==> src/rtl/cabs_peak_find.sv <==
// Frame peak search behind the complex-magnitude stage: tracks max, its index and the sum per frame.
// Valid/SOF are delayed internally to line up with the magnitude pipeline output.
module cabs_peak_find #(
   parameter int unsigned LATENCY   = 14,
   parameter int unsigned FRAME_LEN = 1024,
   parameter int unsigned IDX_W     = 10
) (
   input  logic                  clk,
   input  logic                  rst,
   input  logic                  in_valid,
   input  logic                  in_sof,
   input  logic [33:0]           mag,
   output logic                  peak_valid,
   output logic [33:0]           peak_mag,
   output logic [IDX_W-1:0]      peak_idx,
   output logic [34+IDX_W-1:0]   peak_sum,
   output logic                  frame_err
);

   localparam int unsigned MAG_W = 34;
   localparam int unsigned SUM_W = MAG_W + IDX_W;
   localparam logic [IDX_W-1:0] LAST_IDX = IDX_W'(FRAME_LEN - 1);

   typedef enum logic {IDLE, ACCUM} state_t;

   state_t             state;
   logic [LATENCY-1:0] dv_sr;
   logic [LATENCY-1:0] dsof_sr;
   logic [MAG_W-1:0]   max_r;
   logic [IDX_W-1:0]   max_idx_r;
   logic [IDX_W-1:0]   cnt_r;
   logic [SUM_W-1:0]   sum_r;

   logic               dv_c;
   logic               dsof_c;
   logic               take_c;
   logic [SUM_W-1:0]   sum_nxt_c;
   logic [MAG_W-1:0]   max_nxt_c;
   logic [IDX_W-1:0]   idx_nxt_c;

   // Running values including the sample currently on mag; strict compare keeps the earliest peak.
   always_comb begin
      dv_c      = dv_sr[LATENCY-1];
      dsof_c    = dsof_sr[LATENCY-1];
      take_c    = mag > max_r;
      sum_nxt_c = sum_r + SUM_W'(mag);
      max_nxt_c = take_c ? mag : max_r;
      idx_nxt_c = take_c ? cnt_r : max_idx_r;
   end

   always_ff @(posedge clk) begin
      if (rst) begin
         state      <= IDLE;
         dv_sr      <= '0;
         dsof_sr    <= '0;
         max_r      <= '0;
         max_idx_r  <= '0;
         cnt_r      <= '0;
         sum_r      <= '0;
         peak_valid <= 1'b0;
         peak_mag   <= '0;
         peak_idx   <= '0;
         peak_sum   <= '0;
         frame_err  <= 1'b0;
      end else begin
         peak_valid <= 1'b0;
         frame_err  <= 1'b0;

         dv_sr[0]   <= in_valid;
         dsof_sr[0] <= in_sof & in_valid;
         for (int i = 1; i < int'(LATENCY); i++) begin
            dv_sr[i]   <= dv_sr[i-1];
            dsof_sr[i] <= dsof_sr[i-1];
         end

         if (dv_c) begin
            if (dsof_c) begin
               // A SOF always starts a fresh frame; arriving mid-frame it also aborts the old one.
               max_r     <= mag;
               max_idx_r <= '0;
               sum_r     <= SUM_W'(mag);
               cnt_r     <= IDX_W'(1);
               frame_err <= (state == ACCUM);
               state     <= ACCUM;
            end else if (state == ACCUM) begin
               if (cnt_r == LAST_IDX) begin
                  peak_mag   <= max_nxt_c;
                  peak_idx   <= idx_nxt_c;
                  peak_sum   <= sum_nxt_c;
                  peak_valid <= 1'b1;
                  state      <= IDLE;
               end else begin
                  max_r     <= max_nxt_c;
                  max_idx_r <= idx_nxt_c;
                  sum_r     <= sum_nxt_c;
                  cnt_r     <= cnt_r + IDX_W'(1);
               end
            end
         end
      end
   end

endmodule

==> config.mk <==
export PLATFORM = sky130hd
export DESIGN_NAME = cabs_peak_find
export DESIGN_NICKNAME = d
export VERILOG_FILES = /design/src/rtl/cabs_peak_find.sv
export SDC_FILE = /design/constraint.sdc
export NUM_CORES = 1
export LEC_CHECK = 0
export BUFFER_PORTS_ARGS = -buffer_cell sky130_fd_sc_hd__buf_2
export CORE_ASPECT_RATIO = 2
export CORE_MARGIN = 1.5
export CORE_UTILIZATION = 25
export CTS_CLUSTER_DIAMETER = 120
export DETAILED_ROUTE_END_ITERATION = 7
export HOLD_SLACK_MARGIN = 0.03
export PLACE_DENSITY = 0.49
export SLEW_MARGIN = 0
export SYNTH_ARGS = -nofsm -noshare
export SYNTH_HDL_FRONTEND = slang
export SYNTH_SLANG_ARGS = --single-unit
==> constraint.sdc <==
create_clock -name clk -period 8 [get_ports clk]
set_clock_uncertainty 0.2 [all_clocks]
set_input_delay 1.6 -clock clk [delete_from_list [all_inputs] [get_ports clk]]
set_output_delay 1.6 -clock clk [all_outputs]
set_load 0.02 [all_outputs]
==> results.md, run 1 <==
Run status:
- The flow ran to the end, and the final reports show no timing, DRC or antenna violations.

Timing:
- The final worst-path cycle share is 63.99%.
- The routed design could run at a clock period as short as 5.119 ns.
- The number of endpoints with negative hold slack in the final report is 0.
- Setup repair after global routing left no endpoint under its margin.
- The number of setup violations in the final report is 0.
- The number of max-slew violations in the final report came to 0.
- The slew at the pin closest to its max-slew limit is 1.292 ns.
- Setup total negative slack on the finished layout was measured at 0 ns.
- The worst pin sits at a relative slew slack of 13.35%.
- For this run, the top clock speed supported by timing is 195.3 MHz.
- The worst hold slack across all endpoints is 0.2319 ns.

Clock tree:
- The number of gates resized after CTS was 0.
- CTS built an H-tree with a depth of 1.
- For this design, the sink count on the clock tree is 217.
- CTS placed an instance of clkbuf_16 at the clock tree root.
- TritonCTS built the clock tree.
- Counting the buffers created by CTS gives 23.
- The clock insertion delay at the later pin of the skew report is 0.53 ns.
- After clock tree synthesis, the clock-pin slew on the worst setup and hold paths is 0.06 ns.
- Buffers inserted to repair hold after CTS numbered 0.
- Counting along the longest clock path gives a buffer depth of 3.
- After clock tree synthesis, the setup repair step added 0 buffers.

Layout:
- The area growth from synthesis to final layout is 16.79%.
- 0 antenna diodes ended up in the layout.
- In the final layout, the share of cells above drive strength 1 is 14.38%.
- For this run, the number of standard cells in the final layout without fillers is 1892.
- The post-layout net count is 1435.

Logic synthesis:
- After synthesis the cells add up to 0.01092 mm^2.
- In the post-synthesis netlist, the biggest area contributors are dfxtp_1 (40%), ha_1 (7.9%), mux2i_1 (7.5%).
- The post-synthesis cell type with the largest combined area is dfxtp_1.
- Synthesis produced 1243 cells.
- In the synthesized netlist the async set-or-reset flop fraction comes to 0%.
- After synthesis, the netlist uses 68 different library cells.
- The area share of the largest cell type after synthesis is 39.79%.
- Counting flops and latches in the post-synthesis netlist gives 217.
- Dividing the synthesized area by the synthesized cell count gives 8.783 um^2.
- The Yosys warning count is 0.
- Counting flops with a built-in enable in the synthesized netlist gives 0.
- The commonest register cell after synthesis is dfxtp_1.
- When the netlist entered floorplanning its net count stood at 1351.
- Yosys instantiated no cell more often than dfxtp_1.
- After synthesis, the most frequently instantiated cells are dfxtp_1 (217), nor2_1 (181), nand2_1 (102), mux2i_1 (82), a21oi_1 (77).
- Sequential elements use 39.79% of the synthesized area.

GRT:
- The number of antenna violations at the first check in global routing is 0.
- The first global-routing pass estimated 52.84 mm of wire.
- In the global route stage, overall resource usage came out at 15.04%.
- The pin count of the biggest net entering global routing is 84.
- The number of global-route vias before repair came to 9457.
- The overflow left after global routing is 0.

Die:
- The die is 298.5 um tall.
- During I/O placement, the number of pins put on the boundary was 128.
- The overall die area is 0.04500 mm^2.
- The core box area is 0.04324 mm^2.
- For this configuration, the core starts out at a cell density of 25.25%.
- The number of standard-cell rows in the floorplan is 108.
- The horizontal die dimension is 150.8 um.

Critical path:
- Along the worst path, the maximum fanout reaches 22.
- The most critical setup path has its startpoint at mag[29].
- The data arrival at the endpoint of the critical path is 5.30 ns.
- The critical path is of the primary input to flop type.
- The worst endpoint required time is 8.18 ns.
- The startpoint identified for the worst register-to-register timing path is max_r[29].
- STA classifies the critical path startpoint as a primary input.
- The worst setup path is captured at a flop.

Placement:
- Routability-driven placement finished with a final weighted congestion of 0.8324.
- The count of placed standard cells including taps is 1852.
- The wire-length estimate of the detail-placed layout is 24.29 mm.
- The count of buffers from port buffering is 127.

Detailed routing:
- In this run the remaining antenna-violating nets after routing total 0.
- The violation count after the first detailed-route iteration is 512.
- The count of unresolved DRC violations after routing is 0.
- Across all layers, the routed design uses 9376 vias.
- The detail-routed via count per cell is 4.956.
- The pre-antenna-repair detailed-routing pass consisted of 8 iterations.
- The detail-routed net length per standard cell is 17.80 um.
- The total routed wirelength is 33.68 mm.

Run:
- The tool flagged a number of max-cap violations equal to 0.

Min path:
- In this run the most critical hold path is launched from dv_sr[8].
- The kind of path behind the tightest hold check is flop to flop.

Power and ir drop:
- The power consumption is 2.327 mW.
- The worst-case IR drop observed on VDD is 0.0001359 V.
- Dividing total power by cell area gives a power density of 182.5 mW/mm^2.
- The cell leakage power is 5.443 nW.
## power breakdown
| group | internal (mW) | total (mW) | switching [mW] |
|---|---|---|---|
| Sequential | 1.08 | 1.08 | 0.000248 |
| Combinational | 0.0448 | 0.135 | 0.0900 |
| Clock | 0.641 | 1.11 | 0.470 |
| Total | 1.77 | 2.33 | 0.560 |
## cell type report
cell class | instances | area [um^2]
Sequential cell | 217 | 4344
Tap cell | 550 | 688.2
Fill cell | 4649 | 30490
Inverter | 39 | 146.4
Multi-Input combinational cell | 909 | 6098
Clock buffer | 30 | 611.8
Timing Repair Buffer | 137 | 716.9
Clock inverter | 10 | 143.9
## registers in the layout, summed over array words and instances, names as in the netlist
register    cells
dv_sr          14
frame_err       1
peak_sum       44
peak_idx       10
state           1
sum_r          44
peak_valid      1
dsof_sr        14
max_r          34
max_idx_r      10
peak_mag       34
cnt_r          10
## per-layer routing
metal / vias to the layer above / part of all wire [%] / GRT usage, %
li1: 4625 / - / -
met1: 4512 / 37 / 15.73
met2: 190 / 55 / 29.31
met3: 49 / 4.2 / 2.122
met4: 0 / 3.1 / 5.687
met5: - / 0 / 0
## stage by stage
step / cell area (um^2) / worst slack (ns) / utilization, %
2_1_floorplan: 10920 / 3.703 / -
3_3_place_gp: 11990 / 2.267 / 27.74
3_5_place_dp: 11990 / 2.219 / 27.74
4_1_cts: 12750 / 2.774 / 29.49
5_1_grt: 12750 / 2.612 / 29.49
6_report: 12750 / 2.881 / 29.49
## final timing paths
kind / end / slack [ns] / cells after the start
worst max-delay path: max_r[24] / 2.88 / 12
worst min-delay path: dv_sr[9] / 0.23 / 1
worst max register to register: max_r[24] / 3.72 / 12
worst min register to register: dv_sr[9] / 0.23 / 1
## critical path: stages
cell       delay, ns
buf_2           0.14
ha_1            0.33
a21o_1          0.17
a21o_1          0.18
a2111oi_2       0.38
o32ai_1         0.15
a2111oi_2       0.53
nand2_2         0.20
a21oi_4         0.89
buf_4           0.41
mux2i_1         0.23
nor2_1          0.06
## cells in the final DEF (no fill, tap or decap), types with 6 or more instances in the layout
master	Yosys	routed
nand4_1	19	19
nand2_1	102	101
dfxtp_1	217	217
nor2_1	181	179
a222oi_1	27	27
a31oi_1	13	13
a21oi_1	77	77
nor2b_1	39	39
xnor2_1	20	20
xor2_1	21	21
nor3_1	12	12
a211oi_1	55	55
or3_1	11	11
clkbuf_1	67	6
a311oi_1	6	6
nand3_1	14	14
buf_4	1	10
ha_1	69	69
and3_1	11	11
a21o_1	36	36
inv_1	39	39
a22oi_1	6	6
clkbuf_16	0	23
buf_2	2	126
o21ai_0	19	19
mux2i_1	82	82
o21a_1	6	6
## kinds of logic (layout without fill, tap and decap cells)
group	Yosys count	after routing	share of synthesized area, %
muxes	82	82	7.519
xor gates and xnor gates	41	41	3.289
DFF	217	217	39.79
buffers and inverters	117	216	4.504
AOI/OAI and AO/OA	294	294	19.04
and+or+nand+nor	422	422	17.77
adders and majority gates	70	70	8.092
No activity file was read; power rests on OpenSTA's default activity.
==> inputs of run 2 (changes only) <==
==> constraint.sdc (replaced) <==
create_clock -name clk -period 4.75 [get_ports clk]
set_clock_uncertainty 0.2 [all_clocks]
set_input_delay 0.95 -clock clk [delete_from_list [all_inputs] [get_ports clk]]
set_output_delay 0.95 -clock clk [all_outputs]
set_load 0.02 [all_outputs]
==> run 2 against run 1 <==
  * Global-route usage is 0.35 points higher
  * Register-to-register slack worse by 2.4 ns
  * Cell area is 1.3% higher
  * Sequential power is 69% higher
  * Utilization is 0.38 points higher
  * Critical path type unchanged
  * Critical endpoint is now sum_r[32]
  * Highest routed layer is now met5
==> results.md, run 2 (same netlist as run 1, synthesis figures left out) <==
Detailed routing:
- The total routed wirelength is 34.36 mm (+2.0%).
- The detail-routed via count per cell came to 4.919 (-0.74%).
- The violation count after the first detailed-route iteration came to 436 (-15%).
- The number of nets still failing antenna checks after routing is 0 (unchanged).
- The detail-routed net length per standard cell is 18.07 um (+1.5%).
- The total vias in the final route is 9351 (-0.27%).
- The count of unresolved DRC violations after routing is 0 (unchanged).
- The number of search-and-repair iterations in the first detailed-routing pass was 8 (unchanged).

Clock tree:
- The post-CTS setup repair buffer count came to 0 (unchanged).
- The number of gates given a new drive strength after cts is 0 (unchanged).
- The CTS tree is built.
- The number of clock sinks seen by CTS is 217 (unchanged).
- The maximum number of buffers from clock root to sink came to 3 (unchanged).
- The number of buffers inserted by hold repair at cts is 0 (unchanged).
- The clock edge transition at the registers on the reported setup and hold paths was 0.07 ns (about the same).
- The number of CTS-inserted buffers is 23 (unchanged).
- Clock tree synthesis selected as its root buffer the cell clkbuf_16.
- The clock insertion delay at the later pin of the skew report is 0.53 ns (about the same).
- The depth of the CTS H-tree is 1 (unchanged).

Layout:
- Compared with the post-synthesis result, the final layout area differs by 18.28%.
- The post-layout net count was 1442 (+0.49%).
- In the layout the commonest cells are dfxtp_1 (217), nor2_1 (179), buf_2 (126).
- The largest registers in the layout are peak_sum: 44 flops, sum_r: 44 flops.
- The fraction of layout instances using a drive strength above 1 came to 15.25% (+0.87 points).
- The diode insertion count for antenna repair is 0 (unchanged).
- The final core area utilization is 29.86% (+0.38 points).
- The library cell used most frequently in the layout, excluding fill and tap cells, is dfxtp_1.

Die:
- The core box area is 0.04324 mm^2 (unchanged).
- The horizontal die dimension is 150.8 um (unchanged).
- The number of standard-cell rows in the floorplan is 108 (unchanged).
- The initial core utilization is 25.25% (unchanged).
- The vertical die dimension is 298.5 um (unchanged).
- The count of pins on the block boundary is 128 (unchanged).
- The overall die area is 0.04500 mm^2 (unchanged).

Power and ir drop:
- The total power per unit cell area is 315.3 mW/mm^2 (+73%).
- The part of the total power dissipated in the clock network is 49.5% (+1.8 points).
- The cell leakage power is 5.534 nW (+1.7%).
- The part of the power in combinational logic came to 5.7% (about the same).
- The switching part of the total is 24.06% (about the same).
- The relative contribution of sequential cells to total power is 44.7% (-1.8 points).
- The switching power total is 979.4 uW (+75%).
- The cell-internal power is 3.092 mW (+75%).
- The power consumption is 4.071 mW (+75%).
- The worst voltage drop across the vdd grid was 0.0001921 V (+41%).

GRT:
- The overall routing resource usage came to 15.38% (+0.35 points).
- The number of antenna violations at the first check in global routing was 1 (+1).
- The global-route wire length before repair is 53.69 mm (+1.6%).
- The overflow left after global routing is 0 (unchanged).
- The pin count of the biggest net entering global routing is 103 (+23%).
- The number of global-route vias before repair came to 9420 (-0.39%).

Critical path:
- The launching instance or port of the critical path is mag[0].
- Broken down by cell family, the worst path's largest delay share belongs to compound AO/OA/AOI/OAI gates.
- The type of element launching the critical path is a primary input.
- The data arrival at the endpoint of the critical path is 3.82 ns (-1.48 ns).
- In this run the critical register-to-register path is launched from max_r[31].
- The worst endpoint required time is 4.94 ns (-3.24 ns).
- The maximum fanout along the worst path is 5 (-77%).
- Among all stages on the critical path, the largest delay is contributed by a221oi_1.
- Walking the worst path, the cells encountered are buf_2, ha_1, fa_1, a21o_1, a221oi_1, a211o_1, o21ai_2, a21oi_1, o41ai_1, xor2_1, a222oi_1, nor2_1.
- The worst setup path is captured at a flop.
- The buffering stage count on the worst path with inverters included was 1 (-1).
- The worst setup path category is primary input to flop.
- The delay of the slowest critical-path stage is 0.44 ns (-0.45 ns).

Placement:
- The count of buffers from port buffering was 127 (unchanged).
- The sum of net half-perimeters after detailed placement is 25.07 mm (+3.2%).
- The final weighted congestion of routability-driven global placement is 0.8894 (+6.8%).

Timing:
- Derived from the worst setup path, the maximum achievable clock frequency is 275.2 MHz.
- The number of endpoints with negative hold slack in the final report is 0 (unchanged).
- Dividing the final minimum period by the clock period gives 76.51%.
- The final critical-path required period is 3.634 ns.
- Setup repair after global routing left no endpoint under its margin.
- The worst hold slack across all endpoints is 0.2351 ns (+0.003204 ns).
- The number of setup violations in the final report is 0 (unchanged).
- The number of max-slew violations in the final report is 0 (unchanged).
- The setup TNS came to 0 ns (unchanged).
- The worst slew slack as a fraction of its limit is 40.71% (+27 points).
- The slew at the pin closest to its max-slew limit is 0.8893 ns (-0.4026 ns).

Run:
- The reported max-cap violation count is 0 (unchanged).

Run status:
- The flow ran to the end, and the final reports show no timing, DRC or antenna violations.

Min path:
- The critical hold path startpoint is dv_sr[6].
- The kind of path behind the tightest hold check is flop to flop.
[run 2: changes by cell type in the layout (fill, tap and decap cells not counted), sizes merged]
cell,change
clkbuf,-4
clkinvlp,-1
bufinv,+2
buf,+7
clkinv,+5
[run 2: per-layer routing]
layer	track usage, %	up-vias	wire, um
met5	0	-	13
met4	6.357	2	1318
met2	29.81	187	18820
met3	2.015	54	1452
met1	16.12	4463	12750
li1	-	4645	-
[run 2: worst reg2reg max path, delay by kind of cell, from the launching register on]
| family | cells | cell delay (ns) |
|---|---|---|
| AO/OA/AOI/OAI | 1 | 0.26 |
| adder cells (fa/ha/maj) | 1 | 0.32 |
| buffers and inverters | 3 | 0.57 |
| flip-flops | 1 | 0.47 |
| multiplexers | 1 | 0.26 |
| AND/OR/NAND/NOR | 6 | 1.17 |
[run 2: final timing paths]
| path | depth (start not counted) | slack, ns | end |
|---|---|---|---|
| hold reg to reg | 1 | 0.24 | dv_sr[7] |
| setup reg to reg | 12 | 1.34 | max_r[27] |
| setup / recovery | 12 | 1.12 | sum_r[32] |
| hold / removal | 1 | 0.24 | dv_sr[7] |
[run 2: area by class of cell]
| cell class | count | area, um^2 |
|---|---|---|
| clock inverters | 16 | 231.5 |
| fillers | 4641 | 30330 |
| well taps | 550 | 688.2 |
| multi-input cells | 909 | 6098 |
| repair buffers | 144 | 807.0 |
| inverters | 39 | 146.4 |
| clock buffers | 26 | 596.8 |
| flip-flops and latches | 217 | 4344 |
[run 2: power by group through the flow]
stage               registers, mW  clock network [mW]  logic [mW]
detailed placement           1.86                   0       0.238
finish                       1.82                2.02       0.234
floorplan                    1.86                   0       0.146
CTS                          1.82                2.08       0.239
global route                 1.82                2.15       0.258
global placement             1.86                   0       0.235
[run 2: through the flow]
stage | worst slack [ns] | std cells | instance area [um^2]
2_1_floorplan | 1.103 | 1243 | 10920
3_3_place_gp | 0.5718 | 1859 | 12080
3_5_place_dp | 0.5418 | 1859 | 12080
6_report | 1.116 | 1901 | 12910
5_1_grt | 0.9029 | 1901 | 12910
4_1_cts | 1.095 | 1901 | 12910
==> inputs of run 3 (changes only) <==
==> constraint.sdc (replaced) <==
create_clock -name clk -period 3.56 [get_ports clk]
set_clock_uncertainty 0.2 [all_clocks]
set_input_delay 0.712 -clock clk [delete_from_list [all_inputs] [get_ports clk]]
set_output_delay 0.712 -clock clk [all_outputs]
set_load 0.02 [all_outputs]
==> run 3 against run 2 <==
  * Global-route usage up 0.35 points
  * Sequential share of layout area is 1.8 points lower
  * Cell area is 5.6% higher
  * Count of clock-buffer cells in the layout up 6
  * Largest power group unchanged
  * Highest routed layer unchanged
==> results.md, run 3 (same netlist as run 1, synthesis figures left out) <==
Run status:
- The flow ran to the end, and the final reports show no timing, DRC or antenna violations.

Clock tree:
- The clock insertion delay at the later pin of the skew report is 0.55 ns (+0.02 ns).
- The number of clock sinks seen by CTS is 217 (unchanged).
- TritonCTS built the clock tree.
- The maximum number of buffers from clock root to sink was 3 (unchanged).
- The root cell of the clock tree is clkbuf_16.
- The post-CTS setup repair buffer count is 0 (unchanged).
- The clock edge transition at the registers on the reported setup and hold paths was 0.06 ns (about the same).
- The number of CTS-inserted buffers is 24 (+4.3%).
- The depth of the CTS H-tree came to 1 (unchanged).
- The number of gates given a new drive strength after cts is 0 (unchanged).
- The number of buffers inserted by hold repair at cts was 0 (unchanged).

GRT:
- The overall routing resource usage is 15.74% (+0.35 points).
- The pin count of the biggest net entering global routing is 119 (+16%).
- The overflow left after global routing is 0 (unchanged).
- The global-route wire length before repair is 54.94 mm (+2.3%).
- The number of global-route vias before repair is 9814 (+4.2%).
- The number of antenna violations at the first check in global routing is 1 (unchanged).

Layout:
- The post-layout net count was 1534 (+6.4%).
- The most common library cell in the layout ignoring fill and taps is dfxtp_1.
- From synthesis to final layout, the design area changed by 24.95%.
- The final core area utilization came to 31.55% (+1.7 points).
- The count of fill cells added during filler insertion came to 4638 (-0.065%).
- The multi-input gate area in the final layout is 0.006098 mm^2 (unchanged).
- The number of cells in the finished layout apart from fillers is 1994 (+4.9%).
- The diode insertion count for antenna repair is 0 (unchanged).
- The fraction of layout instances using a drive strength above 1 came to 20.71% (+5.5 points).
- The post-layout instance area came to 0.01364 mm^2 (+5.6%).
- The flip-flop and latch area is 0.004344 mm^2 (unchanged).
- In the final layout, the registers with the most flip-flops are peak_sum: 44 flops, sum_r: 44 flops.
- The library cells used most frequently in the layout, excluding fill and tap cells, are dfxtp_1 (217), nor2_1 (179), buf_2 (126).

Timing:
- The number of endpoints with negative hold slack in the final report was 0 (unchanged).
- After layout, the worst path uses 90.46% of the clock period.
- The number of max-slew violations in the final report is 0 (unchanged).
- The worst hold slack across all endpoints is 0.1786 ns (-0.05649 ns).
- The number of setup violations in the final report was 0 (unchanged).
- Setup repair after global routing left no endpoint under its margin.
- The slew at the pin closest to its max-slew limit was 0.9007 ns (+0.01134 ns).
- Derived from the worst setup path, the maximum achievable clock frequency is 310.5 MHz.
- The worst path in the final design needs a cycle of 3.220 ns, including I/O delays and setup.
- The worst slew slack as a fraction of its limit was 39.96% (-0.76 points).

Power and ir drop:
- The cell leakage power is 5.984 nW (+8.1%).
- The power consumption was 5.451 mW (+34%).
- The worst voltage drop across the vdd grid came to 0.0002853 V (+48%).
- The total power per unit cell area is 399.6 mW/mm^2 (+27%).

Critical path:
- The register-to-register setup slack is 0.34 ns (-1.00 ns).
- The length in cells of the worst reg-to-reg path was 13 (+1).
- The worst endpoint required time is 3.75 ns (-1.19 ns).
- By startpoint and endpoint, the worst setup path is classified as flop to flop.
- The maximum fanout along the worst path is 21 (+16).
- The worst reg2reg path endpoint is peak_mag[24].
- The critical path endpoint category is a flop.
- The startpoint identified for the worst register-to-register timing path is max_r[29].
- The data arrival at the endpoint of the critical path is 3.41 ns (-0.41 ns).
- In this run the worst setup path begins at max_r[29].
- STA classifies the critical path startpoint as a flop.

Min path:
- In this run the most critical hold path is launched from in_sof.
- The kind of path behind the tightest hold check is primary input to flop.
- The worst hold path terminates at dsof_sr[0].
- The number of cells on the worst hold path is 2 (+1).

Placement:
- The count of buffers from port buffering is 127 (unchanged).
- The sum of net half-perimeters after detailed placement is 26.12 mm (+4.2%).
- The total cell area at the placement stage came to 0.01280 mm^2 (+6.0%).
- The count of placed standard cells including taps is 1950 (+4.9%).
- The final weighted congestion of routability-driven global placement was 0.8551 (-3.9%).

Detailed routing:
- The number of search-and-repair iterations in the first detailed-routing pass is 8 (unchanged).
- The count of unresolved DRC violations after routing is 0 (unchanged).
- The number of nets still failing antenna checks after routing is 0 (unchanged).
- The violation count after the first detailed-route iteration was 526 (+21%).
- The total vias in the final route was 9742 (+4.2%).
- The detail-routed net length per standard cell is 17.74 um (-1.8%).
- The detail-routed via count per cell came to 4.886 (-0.68%).
- The total routed wirelength is 35.38 mm (+3.0%).

Die:
- The overall die area was 0.04500 mm^2 (unchanged).
- The vertical die dimension came to 298.5 um (unchanged).
- The number of standard-cell rows in the floorplan is 108 (unchanged).
- The count of pins on the block boundary is 128 (unchanged).
- The initial core utilization is 25.25% (unchanged).
- The horizontal die dimension is 150.8 um (unchanged).
- The core box area is 0.04324 mm^2 (unchanged).

Run:
- The reported max-cap violation count is 0 (unchanged).
-- run 3: cell types whose count changed in the layout (fill, tap and decap cells not counted), moves of 2 or more --
cell	delta
buf_4	+88
clkbuf_8	+5
buf_12	+3
bufinv_16	-3
clkinv_2	-3
inv_8	-2
-- run 3: metrics by stage --
step	setup slack (ns)	TNS [ns]
2_1_floorplan	0.1511	0
3_3_place_gp	-0.1975	-8.240
3_5_place_dp	-0.2086	-9.897
4_1_cts	0.2774	0
5_1_grt	0.1064	0
6_report	0.3396	0
-- run 3: worst max-delay path by stage --
stage	slack [ns]	end	depth (start not counted)
2_1_floorplan	0.15	sum_r[32]	11
3_3_place_gp	-0.20	sum_r[25]	13
3_5_place_dp	-0.21	sum_r[25]	13
4_1_cts	0.28	peak_mag[26]	13
5_1_grt	0.11	peak_mag[26]	13
6_report	0.34	peak_mag[24]	13
-- run 3: cell type report --
cell class | count | area share (%)
Clock buffer | 32 | 5.063
Clock inverter | 12 | 1.064
Inverter | 39 | 1.073
Multi-Input combinational cell | 909 | 44.71
Sequential cell | 217 | 31.85
Tap cell | 550 | 5.045
Timing Repair Buffer | 235 | 11.20
-- run 3: critical path: stages, from the launching register on --
cell and delay (ns):
dfxtp_1 0.35, inv_1 0.05, ha_1 0.29, a21o_1 0.17
a21o_1 0.18, a2111oi_2 0.37, o32ai_1 0.15, a2111oi_2 0.29
buf_4 0.20, nand2_2 0.10, nand2_4 0.11, buf_12 0.20
mux2i_1 0.29, a211oi_1 0.11
-- run 3: report_power, final --
part | leakage, nW | switching (mW) | internal, mW | total (mW)
Combinational | 3.83 | 0.223 | 0.153 | 0.376
Sequential | 1.75 | 0.000537 | 2.43 | 2.43
Clock | 0.406 | 1.12 | 1.53 | 2.64
Total | 5.98 | 1.34 | 4.11 | 5.45
-- run 3: per-layer routing --
metal / routed length (um) / global-route usage, % / share of wire, % / up-vias
li1: - / - / - / 4836
met1: 13000 / 16.41 / 37 / 4650
met2: 19490 / 30.51 / 55 / 189
met3: 1371 / 2.015 / 3.9 / 65
met4: 1494 / 6.727 / 4.2 / 2
met5: 16 / 0 / 0.045 / -
